**config.mk**
```make
export PLATFORM = sky130hd
export DESIGN_NAME = fetch_unit
export DESIGN_NICKNAME = d
export VERILOG_FILES = /design/src/rtl/fetch_unit.sv
export SDC_FILE = /design/constraint.sdc
export NUM_CORES = 1
export LEC_CHECK = 0
export ABC_AREA = 1
export ABC_CLOCK_PERIOD_IN_PS = 3860
export CORE_ASPECT_RATIO = 0.75
export CORE_MARGIN = 5
export CORE_UTILIZATION = 40
export CTS_CLUSTER_SIZE = 20
export DETAILED_ROUTE_END_ITERATION = 6
export PLACE_DENSITY = 0.66
export SLEW_MARGIN = 20
export SYNTH_ARGS = -nofsm -noshare
export SYNTH_HDL_FRONTEND = slang
export SYNTH_SLANG_ARGS = --single-unit
```
**constraint.sdc**
```tcl
create_clock -name clk -period 3.86 [get_ports clk]
set_clock_uncertainty 0.15 [all_clocks]
set_input_delay 0.772 -clock clk [delete_from_list [all_inputs] [get_ports clk]]
set_output_delay 0.772 -clock clk [all_outputs]
set_load 0.02 [all_outputs]
```
**src/rtl/fetch_unit.sv**
```systemverilog
// Instruction fetch unit: sequential reads into a DEPTH-entry queue, with redirect and permanent halt.
// Optional macro FETCH_BYPASS_EN forwards a response straight to decode when the queue is empty.
module fetch_unit #(
    parameter int DEPTH = 4,
    parameter int WIDTH = 16
) (
    input  logic             clk,
    input  logic             reset,
    output logic             imem_rd,
    output logic [WIDTH-1:0] imem_addr,
    input  logic [WIDTH-1:0] imem_data,
    input  logic             redirect,
    input  logic [WIDTH-1:0] redirect_pc,
    input  logic             halt,
    output logic             inst_valid,
    output logic [WIDTH-1:0] inst,
    output logic [WIDTH-1:0] inst_pc,
    input  logic             inst_ready
);
    localparam int PTR_W = $clog2(DEPTH);
    localparam int CNT_W = PTR_W + 1;
    localparam logic [CNT_W:0] DEPTH_C = (CNT_W + 1)'(DEPTH);

    typedef enum logic {RUN = 1'b0, HALTED = 1'b1} state_e;

    state_e             state_q, state_d;
    logic [WIDTH-1:0]   fetch_pc_q, fetch_pc_d;
    logic               inflight_q, inflight_d;
    logic [WIDTH-1:0]   inflight_pc_q, inflight_pc_d;
    logic [PTR_W-1:0]   wr_ptr_q, wr_ptr_d;
    logic [PTR_W-1:0]   rd_ptr_q, rd_ptr_d;
    logic [CNT_W-1:0]   count_q, count_d;
    logic [WIDTH-1:0]   data_mem_q [DEPTH];
    logic [WIDTH-1:0]   data_mem_d [DEPTH];
    logic [WIDTH-1:0]   pc_mem_q [DEPTH];
    logic [WIDTH-1:0]   pc_mem_d [DEPTH];

    logic               running_s, redirect_s, halt_s, credit_s, issue_s;
    logic               head_valid_s, resp_s, bypass_s, push_s, pop_s;
    logic [CNT_W:0]     occupancy_s;

    // Control decode: credit, issue, squash, bypass and queue handshakes.
    always_comb begin
        running_s    = (state_q == RUN);
        redirect_s   = running_s && redirect;
        halt_s       = running_s && halt;
        occupancy_s  = {1'b0, count_q} + {{CNT_W{1'b0}}, inflight_q};
        credit_s     = (occupancy_s < DEPTH_C);
        // Reset gating keeps the strobe low while the async reset is held.
        issue_s      = running_s && !redirect && !halt && credit_s && !reset;
        head_valid_s = (count_q != {CNT_W{1'b0}});
        resp_s       = inflight_q && !redirect_s;
`ifdef FETCH_BYPASS_EN
        bypass_s     = resp_s && !head_valid_s;
`else
        bypass_s     = 1'b0;
`endif
        pop_s        = head_valid_s && inst_ready;
        push_s       = resp_s && !(bypass_s && inst_ready);
    end

    // Memory read port.
    always_comb begin
        imem_rd   = issue_s;
        imem_addr = {WIDTH{1'b0}};
        if (issue_s) begin
            imem_addr = fetch_pc_q;
        end else begin
            imem_addr = {WIDTH{1'b0}};
        end
    end

    // Decode-side outputs: queue head first, then the bypassed response, else zero.
    always_comb begin
        inst_valid = head_valid_s || bypass_s;
        inst       = {WIDTH{1'b0}};
        inst_pc    = {WIDTH{1'b0}};
        if (head_valid_s) begin
            inst    = data_mem_q[rd_ptr_q];
            inst_pc = pc_mem_q[rd_ptr_q];
        end else if (bypass_s) begin
            inst    = imem_data;
            inst_pc = inflight_pc_q;
        end else begin
            inst    = {WIDTH{1'b0}};
            inst_pc = {WIDTH{1'b0}};
        end
    end

    // Next-state for state, fetch PC and the in-flight tracker.
    always_comb begin
        state_d       = state_q;
        fetch_pc_d    = fetch_pc_q;
        inflight_d    = issue_s;
        inflight_pc_d = inflight_pc_q;
        if (halt_s) begin
            state_d = HALTED;
        end else begin
            state_d = state_q;
        end
        if (redirect_s) begin
            fetch_pc_d = redirect_pc;
        end else if (issue_s) begin
            fetch_pc_d    = fetch_pc_q + WIDTH'(1);
            inflight_pc_d = fetch_pc_q;
        end else begin
            fetch_pc_d = fetch_pc_q;
        end
    end

    // Next-state for queue pointers, occupancy and storage; redirect flushes everything.
    always_comb begin
        wr_ptr_d   = wr_ptr_q;
        rd_ptr_d   = rd_ptr_q;
        count_d    = count_q;
        data_mem_d = data_mem_q;
        pc_mem_d   = pc_mem_q;
        if (redirect_s) begin
            wr_ptr_d = {PTR_W{1'b0}};
            rd_ptr_d = {PTR_W{1'b0}};
            count_d  = {CNT_W{1'b0}};
        end else begin
            if (push_s) begin
                data_mem_d[wr_ptr_q] = imem_data;
                pc_mem_d[wr_ptr_q]   = inflight_pc_q;
                wr_ptr_d             = wr_ptr_q + PTR_W'(1);
            end else begin
                wr_ptr_d = wr_ptr_q;
            end
            if (pop_s) begin
                rd_ptr_d = rd_ptr_q + PTR_W'(1);
            end else begin
                rd_ptr_d = rd_ptr_q;
            end
            case ({push_s, pop_s})
                2'b10:   count_d = count_q + CNT_W'(1);
                2'b01:   count_d = count_q - CNT_W'(1);
                default: count_d = count_q;
            endcase
        end
    end

    // Control registers with asynchronous reset.
    always_ff @(posedge clk or posedge reset) begin
        if (reset) begin
            state_q       <= RUN;
            fetch_pc_q    <= {WIDTH{1'b0}};
            inflight_q    <= 1'b0;
            inflight_pc_q <= {WIDTH{1'b0}};
            wr_ptr_q      <= {PTR_W{1'b0}};
            rd_ptr_q      <= {PTR_W{1'b0}};
            count_q       <= {CNT_W{1'b0}};
        end else begin
            state_q       <= state_d;
            fetch_pc_q    <= fetch_pc_d;
            inflight_q    <= inflight_d;
            inflight_pc_q <= inflight_pc_d;
            wr_ptr_q      <= wr_ptr_d;
            rd_ptr_q      <= rd_ptr_d;
            count_q       <= count_d;
        end
    end

    // Queue storage; contents are qualified by occupancy so no reset is needed.
    always_ff @(posedge clk) begin
        data_mem_q <= data_mem_d;
        pc_mem_q   <= pc_mem_d;
    end
endmodule

```
# After elaboration in Yosys (flattened, before gate mapping)
# Index checks and enable logic that the tools add are counted.
[totals]
regBits = 169
in_bits = 37
output_inout_bits = 50
elab_cells = 72
[op_classes]
add_sub_neg = 6
order_cmp = 4
n_eq_ne = 2
mux = 21
bitwise_logic = 4
reduce_logical = 20
[ops]
columns = ["operator", "n"]
rows = [
  ["$mux 16", 10],
  ["$bwmux 64", 2],
  ["$bmux 16 s2", 2],
  ["$demux 16 s2", 1],
  ["$add 16x1->16 const B", 1],
  ["$logic_and 1x1->1", 9],
  ["$mux 2", 4],
  ["$ge 3x3->1 const B", 2],
  ["$not 2->3", 2],
  ["$pmux 3 s2", 1],
  ["$reduce_bool 2->1", 3],
  ["$reduce_bool 3->1", 2],
  ["$add 2x1->2 const B", 2],
  ["$add 3x1->4", 1],
  ["$logic_not 1->1", 4],
  ["$lt 4x3->1 const B", 1],
  ["$reduce_and 2->1", 2],
  ["$add 3x1->3 const B", 1],
  ["$lt 3x1->1 const B", 1],
  ["$mux 3", 1],
  ["$sub 3x1->3 const B", 1],
  ["$eq 2x1->1 const B", 1],
  ["$eq 2x2->1 const B", 1],
  ["$not 1->1", 2],
]

# Depth between registers and ports, before layout
# Gate-level depths: netlist of the first run.
[depth]
ltp_word = 7
depth_mapped = 10
ltp_nobuf = 10

# Worst setup path after synthesis of the first run
# OpenSTA, ideal clock, no wires.
[synth_timing]
path_type = "input to register"
startpoint = "input port redirect"
endpoint = "register data_mem_q[0] in the netlist's numbering, enable pin"
setup_time_ps = 421
arrival_ps = 2392
required_time_ps = 3289
path_slack_ps = 897
stages = 3
path_buffers = 0
path_cell_list = "nand2_2 > nand2_2 > nor2_1"
[synth_between]
elab_chain_len = 4
word_cells_on_any_way = 5
cone_classes = "1 x bitwise; 4 x reduce/logical"
[synth_lines]
columns = ["item", "line", "rtl"]
rows = [
  ["from (decl)", "12", "input logic redirect,"],
  ["$logic_and 1x1->1 (*)", "45", "redirect_s = running_s && redirect;"],
  ["$logic_not 1->1", "52", "resp_s = inflight_q && !redirect_s;"],
  ["$logic_and 1x1->1", "52", ""],
  ["$reduce_and 2->1 (no source line) (*)", "n/a", ""],
  ["to (signal assigned)", "166", "data_mem_q <= data_mem_d;"],
  ["to (decl)", "33", "logic [WIDTH-1:0] data_mem_q [DEPTH];"],
]
# Every way passes the cells marked *; elsewhere a longest branch is shown, timed or not.
# A chain may end at the register's enable or synchronous reset.

# Worst setup path in the final report of the first run
[layout_timing]
startpoint = "input port halt"
endpoint = "output port imem_addr[6]"
[layout_between]
elab_chain_len = 5
[layout_lines]
columns = ["item", "line", "rtl"]
rows = [
  ["from (decl)", "14", "input logic halt,"],
  ["$logic_not 1->1", "50", "issue_s = running_s && !redirect && !halt && credit_s && !reset;"],
  ["$logic_and 1x1->1 (3 in series)", "50", ""],
  ["$mux 16", "66", "if (issue_s) begin"],
  ["to (decl)", "10", "output logic [WIDTH-1:0] imem_addr,"],
]
# Every way passes these cells.

==> summary.md, run 1 <==
| Metric | Value |
|---|---|
| Status | `completed` |
| Hold WS | `0.364 ns` |
| Post-CTS Resized | `0` |
| Crit Path Category | `input pin to primary output` |
| Hold Path Stages | `2` |
| Syn nets | `735` |
| Reg2reg start | `state_q$_DFFE_PP0P_` |
| Setup_tns | `0 ns` |
| Post-route ant nets | `0` |
| CTS buffer count | `17` |
| Reg2reg end | `count_q[2]$_DFFE_PP0P_` |
| Final hold viol count | `0` |
| Layout filler cell count | `1594` |
| Mux cell area share after synthesis | `0%` |
| Post-Synth Simple-Gate Area | `18.2%` |
| Fin nets | `823` |
| Final WL | `16.4 mm` |
| Clock Tree Root | `clkbuf_16` |
| Starting Density | `40.9%` |
| Tot GR Track Use | `16.1%` |
| Main combinational cell family by area after synthesis | `simple AND/OR/NAND/NOR gates` |
| CTS tree | `done` |
| Footprint of the multi-input gates | `2050 sq um` |
| Worst Reg2Reg Path Length in Cells | `10` |
| Drt wl/cell | `15.9 um` |
| Overall power | `5.85 mW` |
| Total die area | `20900 sq um` |
| CTS Buffer Depth | `2` |
| Design area | `8980 sq um` |
| Placed inst area | `8430 sq um` |
| Yosys reg bits | `169` |
| RSZ-0062 raised after global routing | `false` |
| MaxCap Viol Count | `0` |
| # hold bufs at CTS | `0` |
| Gr ovfl total | `0` |
| First-pass GRT wire length | `25.9 mm` |
| # DRC | `0` |
| Post-synth EDFFs | `128` |
| Cells after DPL | `1003` |
| Setup ws final | `0.321 ns` |
| LEAKAGE | `3.46 nW` |
| Peak Freq | `283 MHz` |
| Startpoint types | `input pin` |
| 1st-iter DRT viols | `337` |
| Primary FF master, synth | `edfxtp_1` |
| Syn-to-layout area delta | `24.1%` |
| Worst path arrival time | `2.62 ns` |
| Initial antenna violation count | `1` |
| Synth Area in Adders | `1.14%` |
| Vias per cell | `4.88` |
| Fraction of registers with async set/reset | `24.3%` |
| Die height | `127 um` |
| Io pins | `87` |
| Hold wc startpoint | `state_q$_DFFE_PP0P_` |
| Peak VDD IR | `0.462 mV` |
| Class of the worst hold path | `flip-flop to flip-flop` |
| DRT Pass-1 Iters | `4` |
| Worst Max-Slew Pin Slew | `0.537 ns` |
| Synth Area in Compound Gates | `8.12%` |
| Max incr delay on CP | `0.59 ns` |
| PortBufs | `86` |
| Synth Area per Inst | `10.5 sq um` |
| Synth warn | `0` |
| Vias in the first global route | `4762` |
| CP Capture Type | `primary output` |
| Reg2reg setup slack | `1.74 ns` |
| CP Cell Sequence | `clkdlybuf4s50_1 > nor2_1 > nand2_2 > nor2_8 > nand2_1 > inv_1 > clkdlybuf4s50_1` |
| Share of cells above drive strength 1 | `7.94%` |
| Largest net degree at the start of global routing | `66` |
| Num rows | `42` |
| Minimum clock period after layout | `3.54 ns` |
| Req. time, crit path | `2.94 ns` |
| Sequential fraction of the synthesis area | `67.3%` |
| Most common cell after layout, fill and taps aside | `nor2_1` |
| Register area | `4870 sq um` |
| Post-placement setup slack | `0.339 ns` |
| Cells after synthesis | `692` |
| Clk_lat worst skew | `0.42 ns` |
| Fin cells | `1035` |
| Worst slew margin | `64.2%` |
| Placer Congestion | `0.785` |
| Pwr/cell area | `651 nW/um^2` |
| Final Setup Violations | `0` |
| # Post-CTS Setup Buffers | `0` |
| Most frequent cells in the layout | `nor2_1 (153), edfxtp_1 (128), nand2_1 (114), clkdlybuf4s50_1 (86), o21ai_0 (69)` |
| Die width | `165 um` |
| Clk slew on worst S/H paths | `0.06 ns` |
| Vias | `5050` |
| Final Cycle Share | `91.7%` |
| Fin util | `50.7%` |
| Diode count | `0` |
| Slowest stage cell, crit path | `clkdlybuf4s50_1` |
| HPWL Detailed | `10.3 mm` |
| CP most frequent cell | `clkdlybuf4s50_1` |
| Synth Area in XOR/XNOR | `0.484%` |
| Clock sinks | `169` |
| Post-synth cell types | `28` |
| Final Max Slew Viols | `0` |
| Crit-path max FO | `18` |
| Hold EP | `state_q$_DFFE_PP0P_` |
| Core Area | `17700 sq um` |
| H-tree depth | `4` |
| Area of the mapped netlist | `7240 sq um` |
-- area by class of cell --
class | count | area share [%]
Multi-Input combinational cell | 443 | 22.9
Clock buffer | 19 | 4.82
Tap cell | 242 | 3.37
Timing Repair Buffer | 100 | 11.3
Clock inverter | 13 | 1.35
Inverter | 49 | 2.05
Sequential cell | 169 | 54.2
-- worst max path at each step --
stage                         from                 endpoint  slack (ns)  cells after the start
after floorplan           redirect  data_mem_q[0]$_DFFE_PP_        0.90                      3
after global placement        halt            imem_addr[15]        0.39                      7
after detailed placement      halt             imem_addr[3]        0.34                      7
after CTS                     halt             imem_addr[3]        0.34                      7
after global routing          halt             imem_addr[6]        0.22                      7
final                         halt             imem_addr[6]        0.32                      7
-- Yosys cell counts, types with 2 or more instances --
library cell / number / area, sq um
ha_1: 5 / 62.6
nand3_1: 23 / 115
inv_2: 3 / 11.3
nor2_4: 3 / 33.8
buf_6: 2 / 22.5
o21ai_1: 2 / 10.0
buf_2: 13 / 65.1
clkbuf_1: 12 / 45.0
nor2_2: 2 / 12.5
nor2_1: 157 / 589
buf_4: 4 / 30.0
inv_1: 45 / 169
dfrtp_1: 41 / 1030
nor3_1: 3 / 15.0
o211ai_1: 6 / 45.0
nand2_1: 114 / 428
o21ai_0: 69 / 345
a21oi_1: 36 / 180
nand2_2: 6 / 37.5
xor2_1: 3 / 26.3
nand4_1: 9 / 56.3
edfxtp_1: 128 / 3840
-- power by group --
group / internal [mW] / switching, mW
sequential: 2.00 / 0.0641
combinational: 0.886 / 1.31
clock: 0.895 / 0.698
total: 3.78 / 2.07
-- critical path: cells and delay by family --
kind / cells / cell delay, ns
buffers and inverters: 3 / 1.07
and+or+nand+nor: 4 / 0.77
-- kinds of logic after synthesis --
family                   Yosys count
XOR/XNOR                           4
buffers and inverters             80
adder cells (fa/ha/maj)            6
flip-flops                       169
AND/OR/NAND/NOR                  319
AO/OA/AOI/OAI                    114
-- layer usage --
metal	vias to the layer above	part of all wire, %	routed length, um	GRT usage (%)
met3	14	5.0	828	4.70
li1	2503	-	-	-
met4	2	0.63	104	3.98
met2	107	46	7540	24.3
met1	2424	48	7960	23.2
met5	-	0.067	11	0
-- sequential cells by signal, summed over array words and instances (netlist names) --
| name | count |
|---|---|
| wr_ptr_q | 2 |
| state_q | 1 |
| data_mem_q | 64 |
| inflight_pc_q | 16 |
| pc_mem_q | 64 |
| fetch_pc_q | 16 |
| count_q | 3 |
| rd_ptr_q | 2 |
| inflight_q | 1 |
Note: power is estimated with default switching activity, not from simulation.
==> run 2, diff against run 1 <==
--- a/config.mk
+++ b/config.mk
@@ -8,7 +8,6 @@
 export ABC_AREA = 1
 export ABC_CLOCK_PERIOD_IN_PS = 3860
 export CORE_ASPECT_RATIO = 0.75
-export CORE_MARGIN = 5
 export CORE_UTILIZATION = 40
 export CTS_CLUSTER_SIZE = 20
 export DETAILED_ROUTE_END_ITERATION = 6
==> run 2 against run 1 <==
  * Flip-flop and latch count unchanged
  * Power up 1.9%
  * Via count down 1.1%
  * Combinational power about the same
  * Critical path depth down 1
  * First-iteration DRC count down 2.4%
  * Worst hold slack better by 0.0031 ns
  * Clock power up 8%
  * Clock-buffer cell count down 2
  * Routed wire length down 2.0%
  * Critical path type is now flip-flop to primary output
  * Maximum frequency down 0.88%
  * Utilization up 0.48 points
==> summary.md, run 2 (synthesis gave the netlist of run 1 again) <==
| Metric | Value |
|---|---|
| Pwr/cell area | `660 nW/um^2` |
| Gr ovfl total | `0` |
| Minimum clock period after layout | `3.57 ns` |
| DRT Pass-1 Iters | `4` |
| Max incr delay on CP | `0.67 ns` |
| Placer Congestion | `0.811` |
| Top flop regs | `data_mem_q x64, pc_mem_q x64` |
| Final Max Slew Viols | `0` |
| Fin nets | `825` |
| Class of the worst hold path | `flip-flop to flip-flop` |
| Diode count | `0` |
| Int Power | `3.91 mW` |
| Drt wl/cell | `15.5 um` |
| Share of cells above drive strength 1 | `8.05%` |
| Initial antenna violation count | `0` |
| LEAKAGE | `3.49 nW` |
| Clk network pwr share | `28.6%` |
| Sequential cell fraction of total power | `34.7%` |
| 1st-iter DRT viols | `329` |
| CTS buffer count | `17` |
| Crit Path Category | `flip-flop to primary output` |
| # Post-CTS Setup Buffers | `0` |
| Worst slew margin | `53.3%` |
| CP Cell Sequence | `buf_4 > nor2_1 > nor2_1 > o21ai_0 > a21oi_1 > clkdlybuf4s50_1` |
| Sw frac | `34.4%` |
| Vias in the first global route | `4847` |
| Layout filler cell count | `1593` |
| Reg2reg setup slack | `1.73 ns` |
| Post-CTS Resized | `0` |
| Die height | `119 um` |
| Worst Max-Slew Pin Slew | `0.700 ns` |
| Post-route ant nets | `0` |
| PortBufs | `86` |
| Clk_lat worst skew | `0.42 ns` |
| Die width | `157 um` |
| Final WL | `16.1 mm` |
| Syn-to-layout area delta | `24.9%` |
| Buf/Inv on CP | `2` |
| Slowest stage cell, crit path | `clkdlybuf4s50_1` |
| Clock sinks | `169` |
| Status | `completed` |
| CP most frequent cell | `nor2_1` |
| Crit-path max FO | `65` |
| CTS tree | `done` |
| Startpoint types | `flip-flop` |
| Largest net degree at the start of global routing | `66` |
| Crit-path leading delay family | `buffers and inverters` |
| HPWL Detailed | `10.2 mm` |
| H-tree depth | `4` |
| RSZ-0062 raised after global routing | `false` |
| Final Setup Violations | `0` |
| Vias | `4994` |
| CTS Buffer Depth | `2` |
| Tot GR Track Use | `18.7%` |
| GR peak layer | `met2` |
| # DRC | `0` |
| MaxCap Viol Count | `0` |
| Most common cell after layout, fill and taps aside | `nor2_1` |
| Vias per cell | `4.82` |
| Starting Density | `41.0%` |
| Combinational share of power | `36.7%` |
| Peak Freq | `280 MHz` |
| Clk slew on worst S/H paths | `0.06 ns` |
| Clock Tree Root | `clkbuf_16` |
| Grt met3 use | `5.32%` |
| Num rows | `42` |
| First-pass GRT wire length | `26.0 mm` |
| Worst path arrival time | `2.65 ns` |
| Net switching power | `2.05 mW` |
| # hold bufs at CTS | `0` |
| Req. time, crit path | `2.94 ns` |
| Total die area | `18600 sq um` |
| Core Area | `17700 sq um` |
| Peak VDD IR | `0.325 mV` |
| Setup_tns | `0 ns` |
| Io pins | `87` |
| CP Capture Type | `primary output` |
| Final Cycle Share | `92.5%` |
| Most frequent cells in the layout | `nor2_1 (153), edfxtp_1 (128), nand2_1 (114), clkdlybuf4s50_1 (86), o21ai_0 (69)` |
| Met2 track demand over resource | `28.4%` |
| Final hold viol count | `0` |
| Hold WS | `0.368 ns` |
| Met1 Use GR | `26.3%` |
-- run 2: cell count changes in the layout (fill, tap and decap cells not counted), sizes merged --
cell	delta
buf	+2
clkbuf	-2
clkinvlp	-1
bufinv	+2
clkinv	+1
-- run 2: layout make-up --
cell class / instances / area [sq um] / area share (%)
well taps: 242 / 303 / 3.35
flip-flops and latches: 169 / 4870 / 53.9
multi-input cells: 443 / 2050 / 22.7
clock buffers: 17 / 425 / 4.71
repair buffers: 102 / 1030 / 11.4
inverters: 49 / 184 / 2.03
clock inverters: 15 / 171 / 1.90
-- run 2: worst paths after layout --
check,endpoint,depth (start not counted),from
worst max-delay path,inst_pc[0],6,rd_ptr_q[0]$_DFFE_PP0P_
worst min-delay path,pc_mem_q[9]$_DFFE_PP_,0,inflight_pc_q[9]$_DFFE_PP0P_
worst max register to register,count_q[2]$_DFFE_PP0P_,10,state_q$_DFFE_PP0P_
max in group asynchronous,rd_ptr_q[0]$_DFFE_PP0P_,3,reset
min in group asynchronous,fetch_pc_q[15]$_DFFE_PP0P_,3,reset
worst min register to register,pc_mem_q[9]$_DFFE_PP_,0,inflight_pc_q[9]$_DFFE_PP0P_
-- run 2: power by group through the flow --
stage | clock network (mW) | registers, mW | logic, mW
2_1_floorplan | 0 | 2.08 | 1.32
3_3_place_gp | 0 | 2.10 | 2.20
3_5_place_dp | 0 | 2.10 | 2.22
4_1_cts | 1.74 | 2.07 | 2.23
5_1_grt | 1.81 | 2.07 | 2.41
6_report | 1.71 | 2.07 | 2.19
-- run 2: metrics by stage --
step	instance area, sq um	util [%]	worst slack, ns	total power [mW]	std cells
after floorplan	7240	-	0.897	3.40	692
after global placement	8440	47.8	0.357	4.30	1005
after detailed placement	8440	47.8	0.339	4.32	1005
after CTS	9040	51.2	0.298	6.03	1037
after global routing	9040	51.2	0.152	6.29	1037
final	9040	51.2	0.290	5.96	1037
-- run 2: metal layers --
layer / routed length (um) / part of all wire, %
met2: 7410 / 46
met4: 136 / 0.84
met1: 7710 / 48
met3: 855 / 5.3
met5: 0 / 0
==> run 3, diff against run 2 <==
--- a/config.mk
+++ b/config.mk
@@ -6,7 +6,7 @@
 export NUM_CORES = 1
 export LEC_CHECK = 0
 export ABC_AREA = 1
-export ABC_CLOCK_PERIOD_IN_PS = 3860
+export ABC_CLOCK_PERIOD_IN_PS = 3300
 export CORE_ASPECT_RATIO = 0.75
 export CORE_UTILIZATION = 40
 export CTS_CLUSTER_SIZE = 20
==> constraint.sdc (replaced) <==
create_clock -name clk -period 3.3 [get_ports clk]
set_clock_uncertainty 0.15 [all_clocks]
set_input_delay 0.66 -clock clk [delete_from_list [all_inputs] [get_ports clk]]
set_output_delay 0.66 -clock clk [all_outputs]
set_load 0.02 [all_outputs]
==> run 3 against run 2 <==
  * Final area grew 1.6%
  * Non-clock buffer count rose by 19
  * Largest power group unchanged
  * First-iteration DRC count decreased by 12%
  * Final cell count increased by 1.8%
  * Critical endpoint unchanged
  * Register-to-register slack worse by 0.39 ns
  * Utilization is 0.83 points higher
  * Via count is 2.1% higher
  * Sequential power is 17% higher
  * Clock-buffer cell count increased by 4
  * Highest routed layer unchanged
==> summary.md, run 3 (synthesis gave the netlist of run 1 again) <==
| Metric | Value |
|---|---|
| Fin cells | `1056` |
| Top flop regs | `data_mem_q x64, pc_mem_q x64` |
| MaxCap Viol Count | `0` |
| H-tree depth | `4` |
| Clk network pwr share | `28.3%` |
| Syn-to-layout area delta | `26.9%` |
| Layout filler cell count | `1595` |
| Vias per cell | `4.83` |
| Crit-path max FO | `42` |
| Req. time, crit path | `2.49 ns` |
| Worst Max-Slew Pin Slew | `0.563 ns` |
| Worst slew margin | `62.5%` |
| Initial antenna violation count | `0` |
| Hold EP | `state_q$_DFFE_PP0P_` |
| Pwr/cell area | `759 nW/um^2` |
| First-pass GRT wire length | `26.5 mm` |
| Combinational share of power | `37.1%` |
| Overall power | `6.97 mW` |
| Post-route ant nets | `0` |
| Tot GR Track Use | `18.9%` |
| Num rows | `42` |
| Minimum clock period after layout | `3.21 ns` |
| Sw frac | `34.7%` |
| Final WL | `16.5 mm` |
| Clk slew on worst S/H paths | `0.06 ns` |
| PortBufs | `86` |
| # hold bufs at CTS | `0` |
| Diode count | `0` |
| Final Setup Violations | `0` |
| Hold WS | `0.345 ns` |
| Reg2reg setup slack | `1.34 ns` |
| Vias | `5101` |
| Clock sinks | `169` |
| CP Capture Type | `primary output` |
| Peak Freq | `311 MHz` |
| Class of the worst hold path | `flip-flop to flip-flop` |
| Clk_lat worst skew | `0.43 ns` |
| Final hold viol count | `0` |
| Crit Path Category | `flip-flop to primary output` |
| Share of cells above drive strength 1 | `10.6%` |
| Clock Tree Root | `clkbuf_16` |
| HPWL Detailed | `10.4 mm` |
| Status | `completed` |
| Int Power | `4.55 mW` |
| Core Area | `17700 sq um` |
| # DRC | `0` |
| Hold Path Stages | `2` |
| Io pins | `87` |
| Die height | `119 um` |
| LEAKAGE | `3.84 nW` |
| CTS buffer count | `17` |
| Worst Reg2Reg Path Length in Cells | `9` |
| Critical path startpoint | `rd_ptr_q[0]$_DFFE_PP0P_` |
| Hold wc startpoint | `state_q$_DFFE_PP0P_` |
| Net switching power | `2.42 mW` |
| Worst path arrival time | `2.40 ns` |
| DRT Pass-1 Iters | `4` |
| Reg2reg end | `count_q[2]$_DFFE_PP0P_` |
| Cells after DPL | `1021` |
| Gr ovfl total | `0` |
| Largest net degree at the start of global routing | `43` |
| Drt wl/cell | `15.6 um` |
| Placer Congestion | `0.834` |
| CTS tree | `done` |
| 1st-iter DRT viols | `288` |
| Starting Density | `41.0%` |
| Final Cycle Share | `97.4%` |
| Fin nets | `844` |
| Most common cell after layout, fill and taps aside | `nor2_1` |
| Die width | `157 um` |
| CTS Buffer Depth | `2` |
| Placed inst area | `8520 sq um` |
| Most frequent cells in the layout | `nor2_1 (153), edfxtp_1 (128), nand2_1 (114), o21ai_0 (69), clkdlybuf4s50_1 (68)` |
| Design area | `9190 sq um` |
| Startpoint types | `flip-flop` |
| Reg2reg start | `count_q[0]$_DFFE_PP0P_` |
| Vias in the first global route | `4886` |
| Sequential cell fraction of total power | `34.6%` |
| Total die area | `18600 sq um` |
| Peak VDD IR | `0.475 mV` |
| Final Max Slew Viols | `0` |
[run 3: cell types whose count changed in the layout (fill, tap and decap cells not counted), sizes merged]
cell / before / now
buf: 16 / 35
bufinv: 3 / 2
clkbuf: 17 / 21
clkdlybuf4s50: 86 / 68
clkinv: 8 / 7
clkinvlp: 1 / 2
dlymetal6s2s: 0 / 18
inv: 52 / 49
[run 3: worst max-delay path by stage]
stage                         endpoint  slack, ns  cells after the start
5_1_grt                       inst[10]     -0.005                      6
3_3_place_gp             imem_addr[15]       0.09                      7
3_5_place_dp              imem_addr[7]       0.07                      7
6_report                    inst_pc[0]       0.09                      6
4_1_cts                     inst_pc[0]       0.01                      6
2_1_floorplan  data_mem_q[0]$_DFFE_PP_       0.45                      3
[run 3: critical path, stage by stage, from the launching register on]
cell and delay (ns):
dfrtp_2 0.38, buf_6 0.31, nor2_1 0.09, nor2_1 0.08
o21ai_0 0.08, a21oi_1 0.33, clkdlybuf4s50_1 0.68
[run 3: area by class of cell]
class,instances,area (sq um),area share [%]
inverters,49,188,2.04
clock inverters,11,121,1.32
clock buffers,21,460,5.01
multi-input cells,443,2050,22.4
well taps,242,303,3.30
flip-flops and latches,169,4870,53.0
repair buffers,121,1190,12.9
[run 3: power by group through the flow]
stage | combinational, mW | sequential, mW | clock, mW
detailed placement | 2.60 | 2.46 | 0
global route | 2.86 | 2.43 | 2.08
floorplan | 1.54 | 2.44 | 0
CTS | 2.61 | 2.42 | 2.00
finish | 2.59 | 2.42 | 1.97
global placement | 2.59 | 2.46 | 0
[run 3: through the flow]
stage / TNS (ns) / setup slack (ns) / util [%]
global route: -0.00505 / -0.00505 / 52.0
floorplan: 0 / 0.449 / -
detailed placement: 0 / 0.0685 / 48.3
global placement: 0 / 0.0874 / 48.3
CTS: 0 / 0.0103 / 51.6
finish: 0 / 0.0870 / 52.0
[run 3: what timing repair did]
action / 4_1_cts / 5_1_grt
buffers inserted: 0 / 3
setup endpoints to repair: 0 / 35
gates resized for setup: 0 / 21
[run 3: metal layers]
layer	GRT usage (%)	vias to the layer above	share of wire, %	wire length [um]
met3	4.58	17	5.5	903
met1	28.5	2432	50	8180
li1	-	2534	-	-
met5	0	-	0	0
met4	5.52	0	1.1	175
met2	26.9	118	44	7230
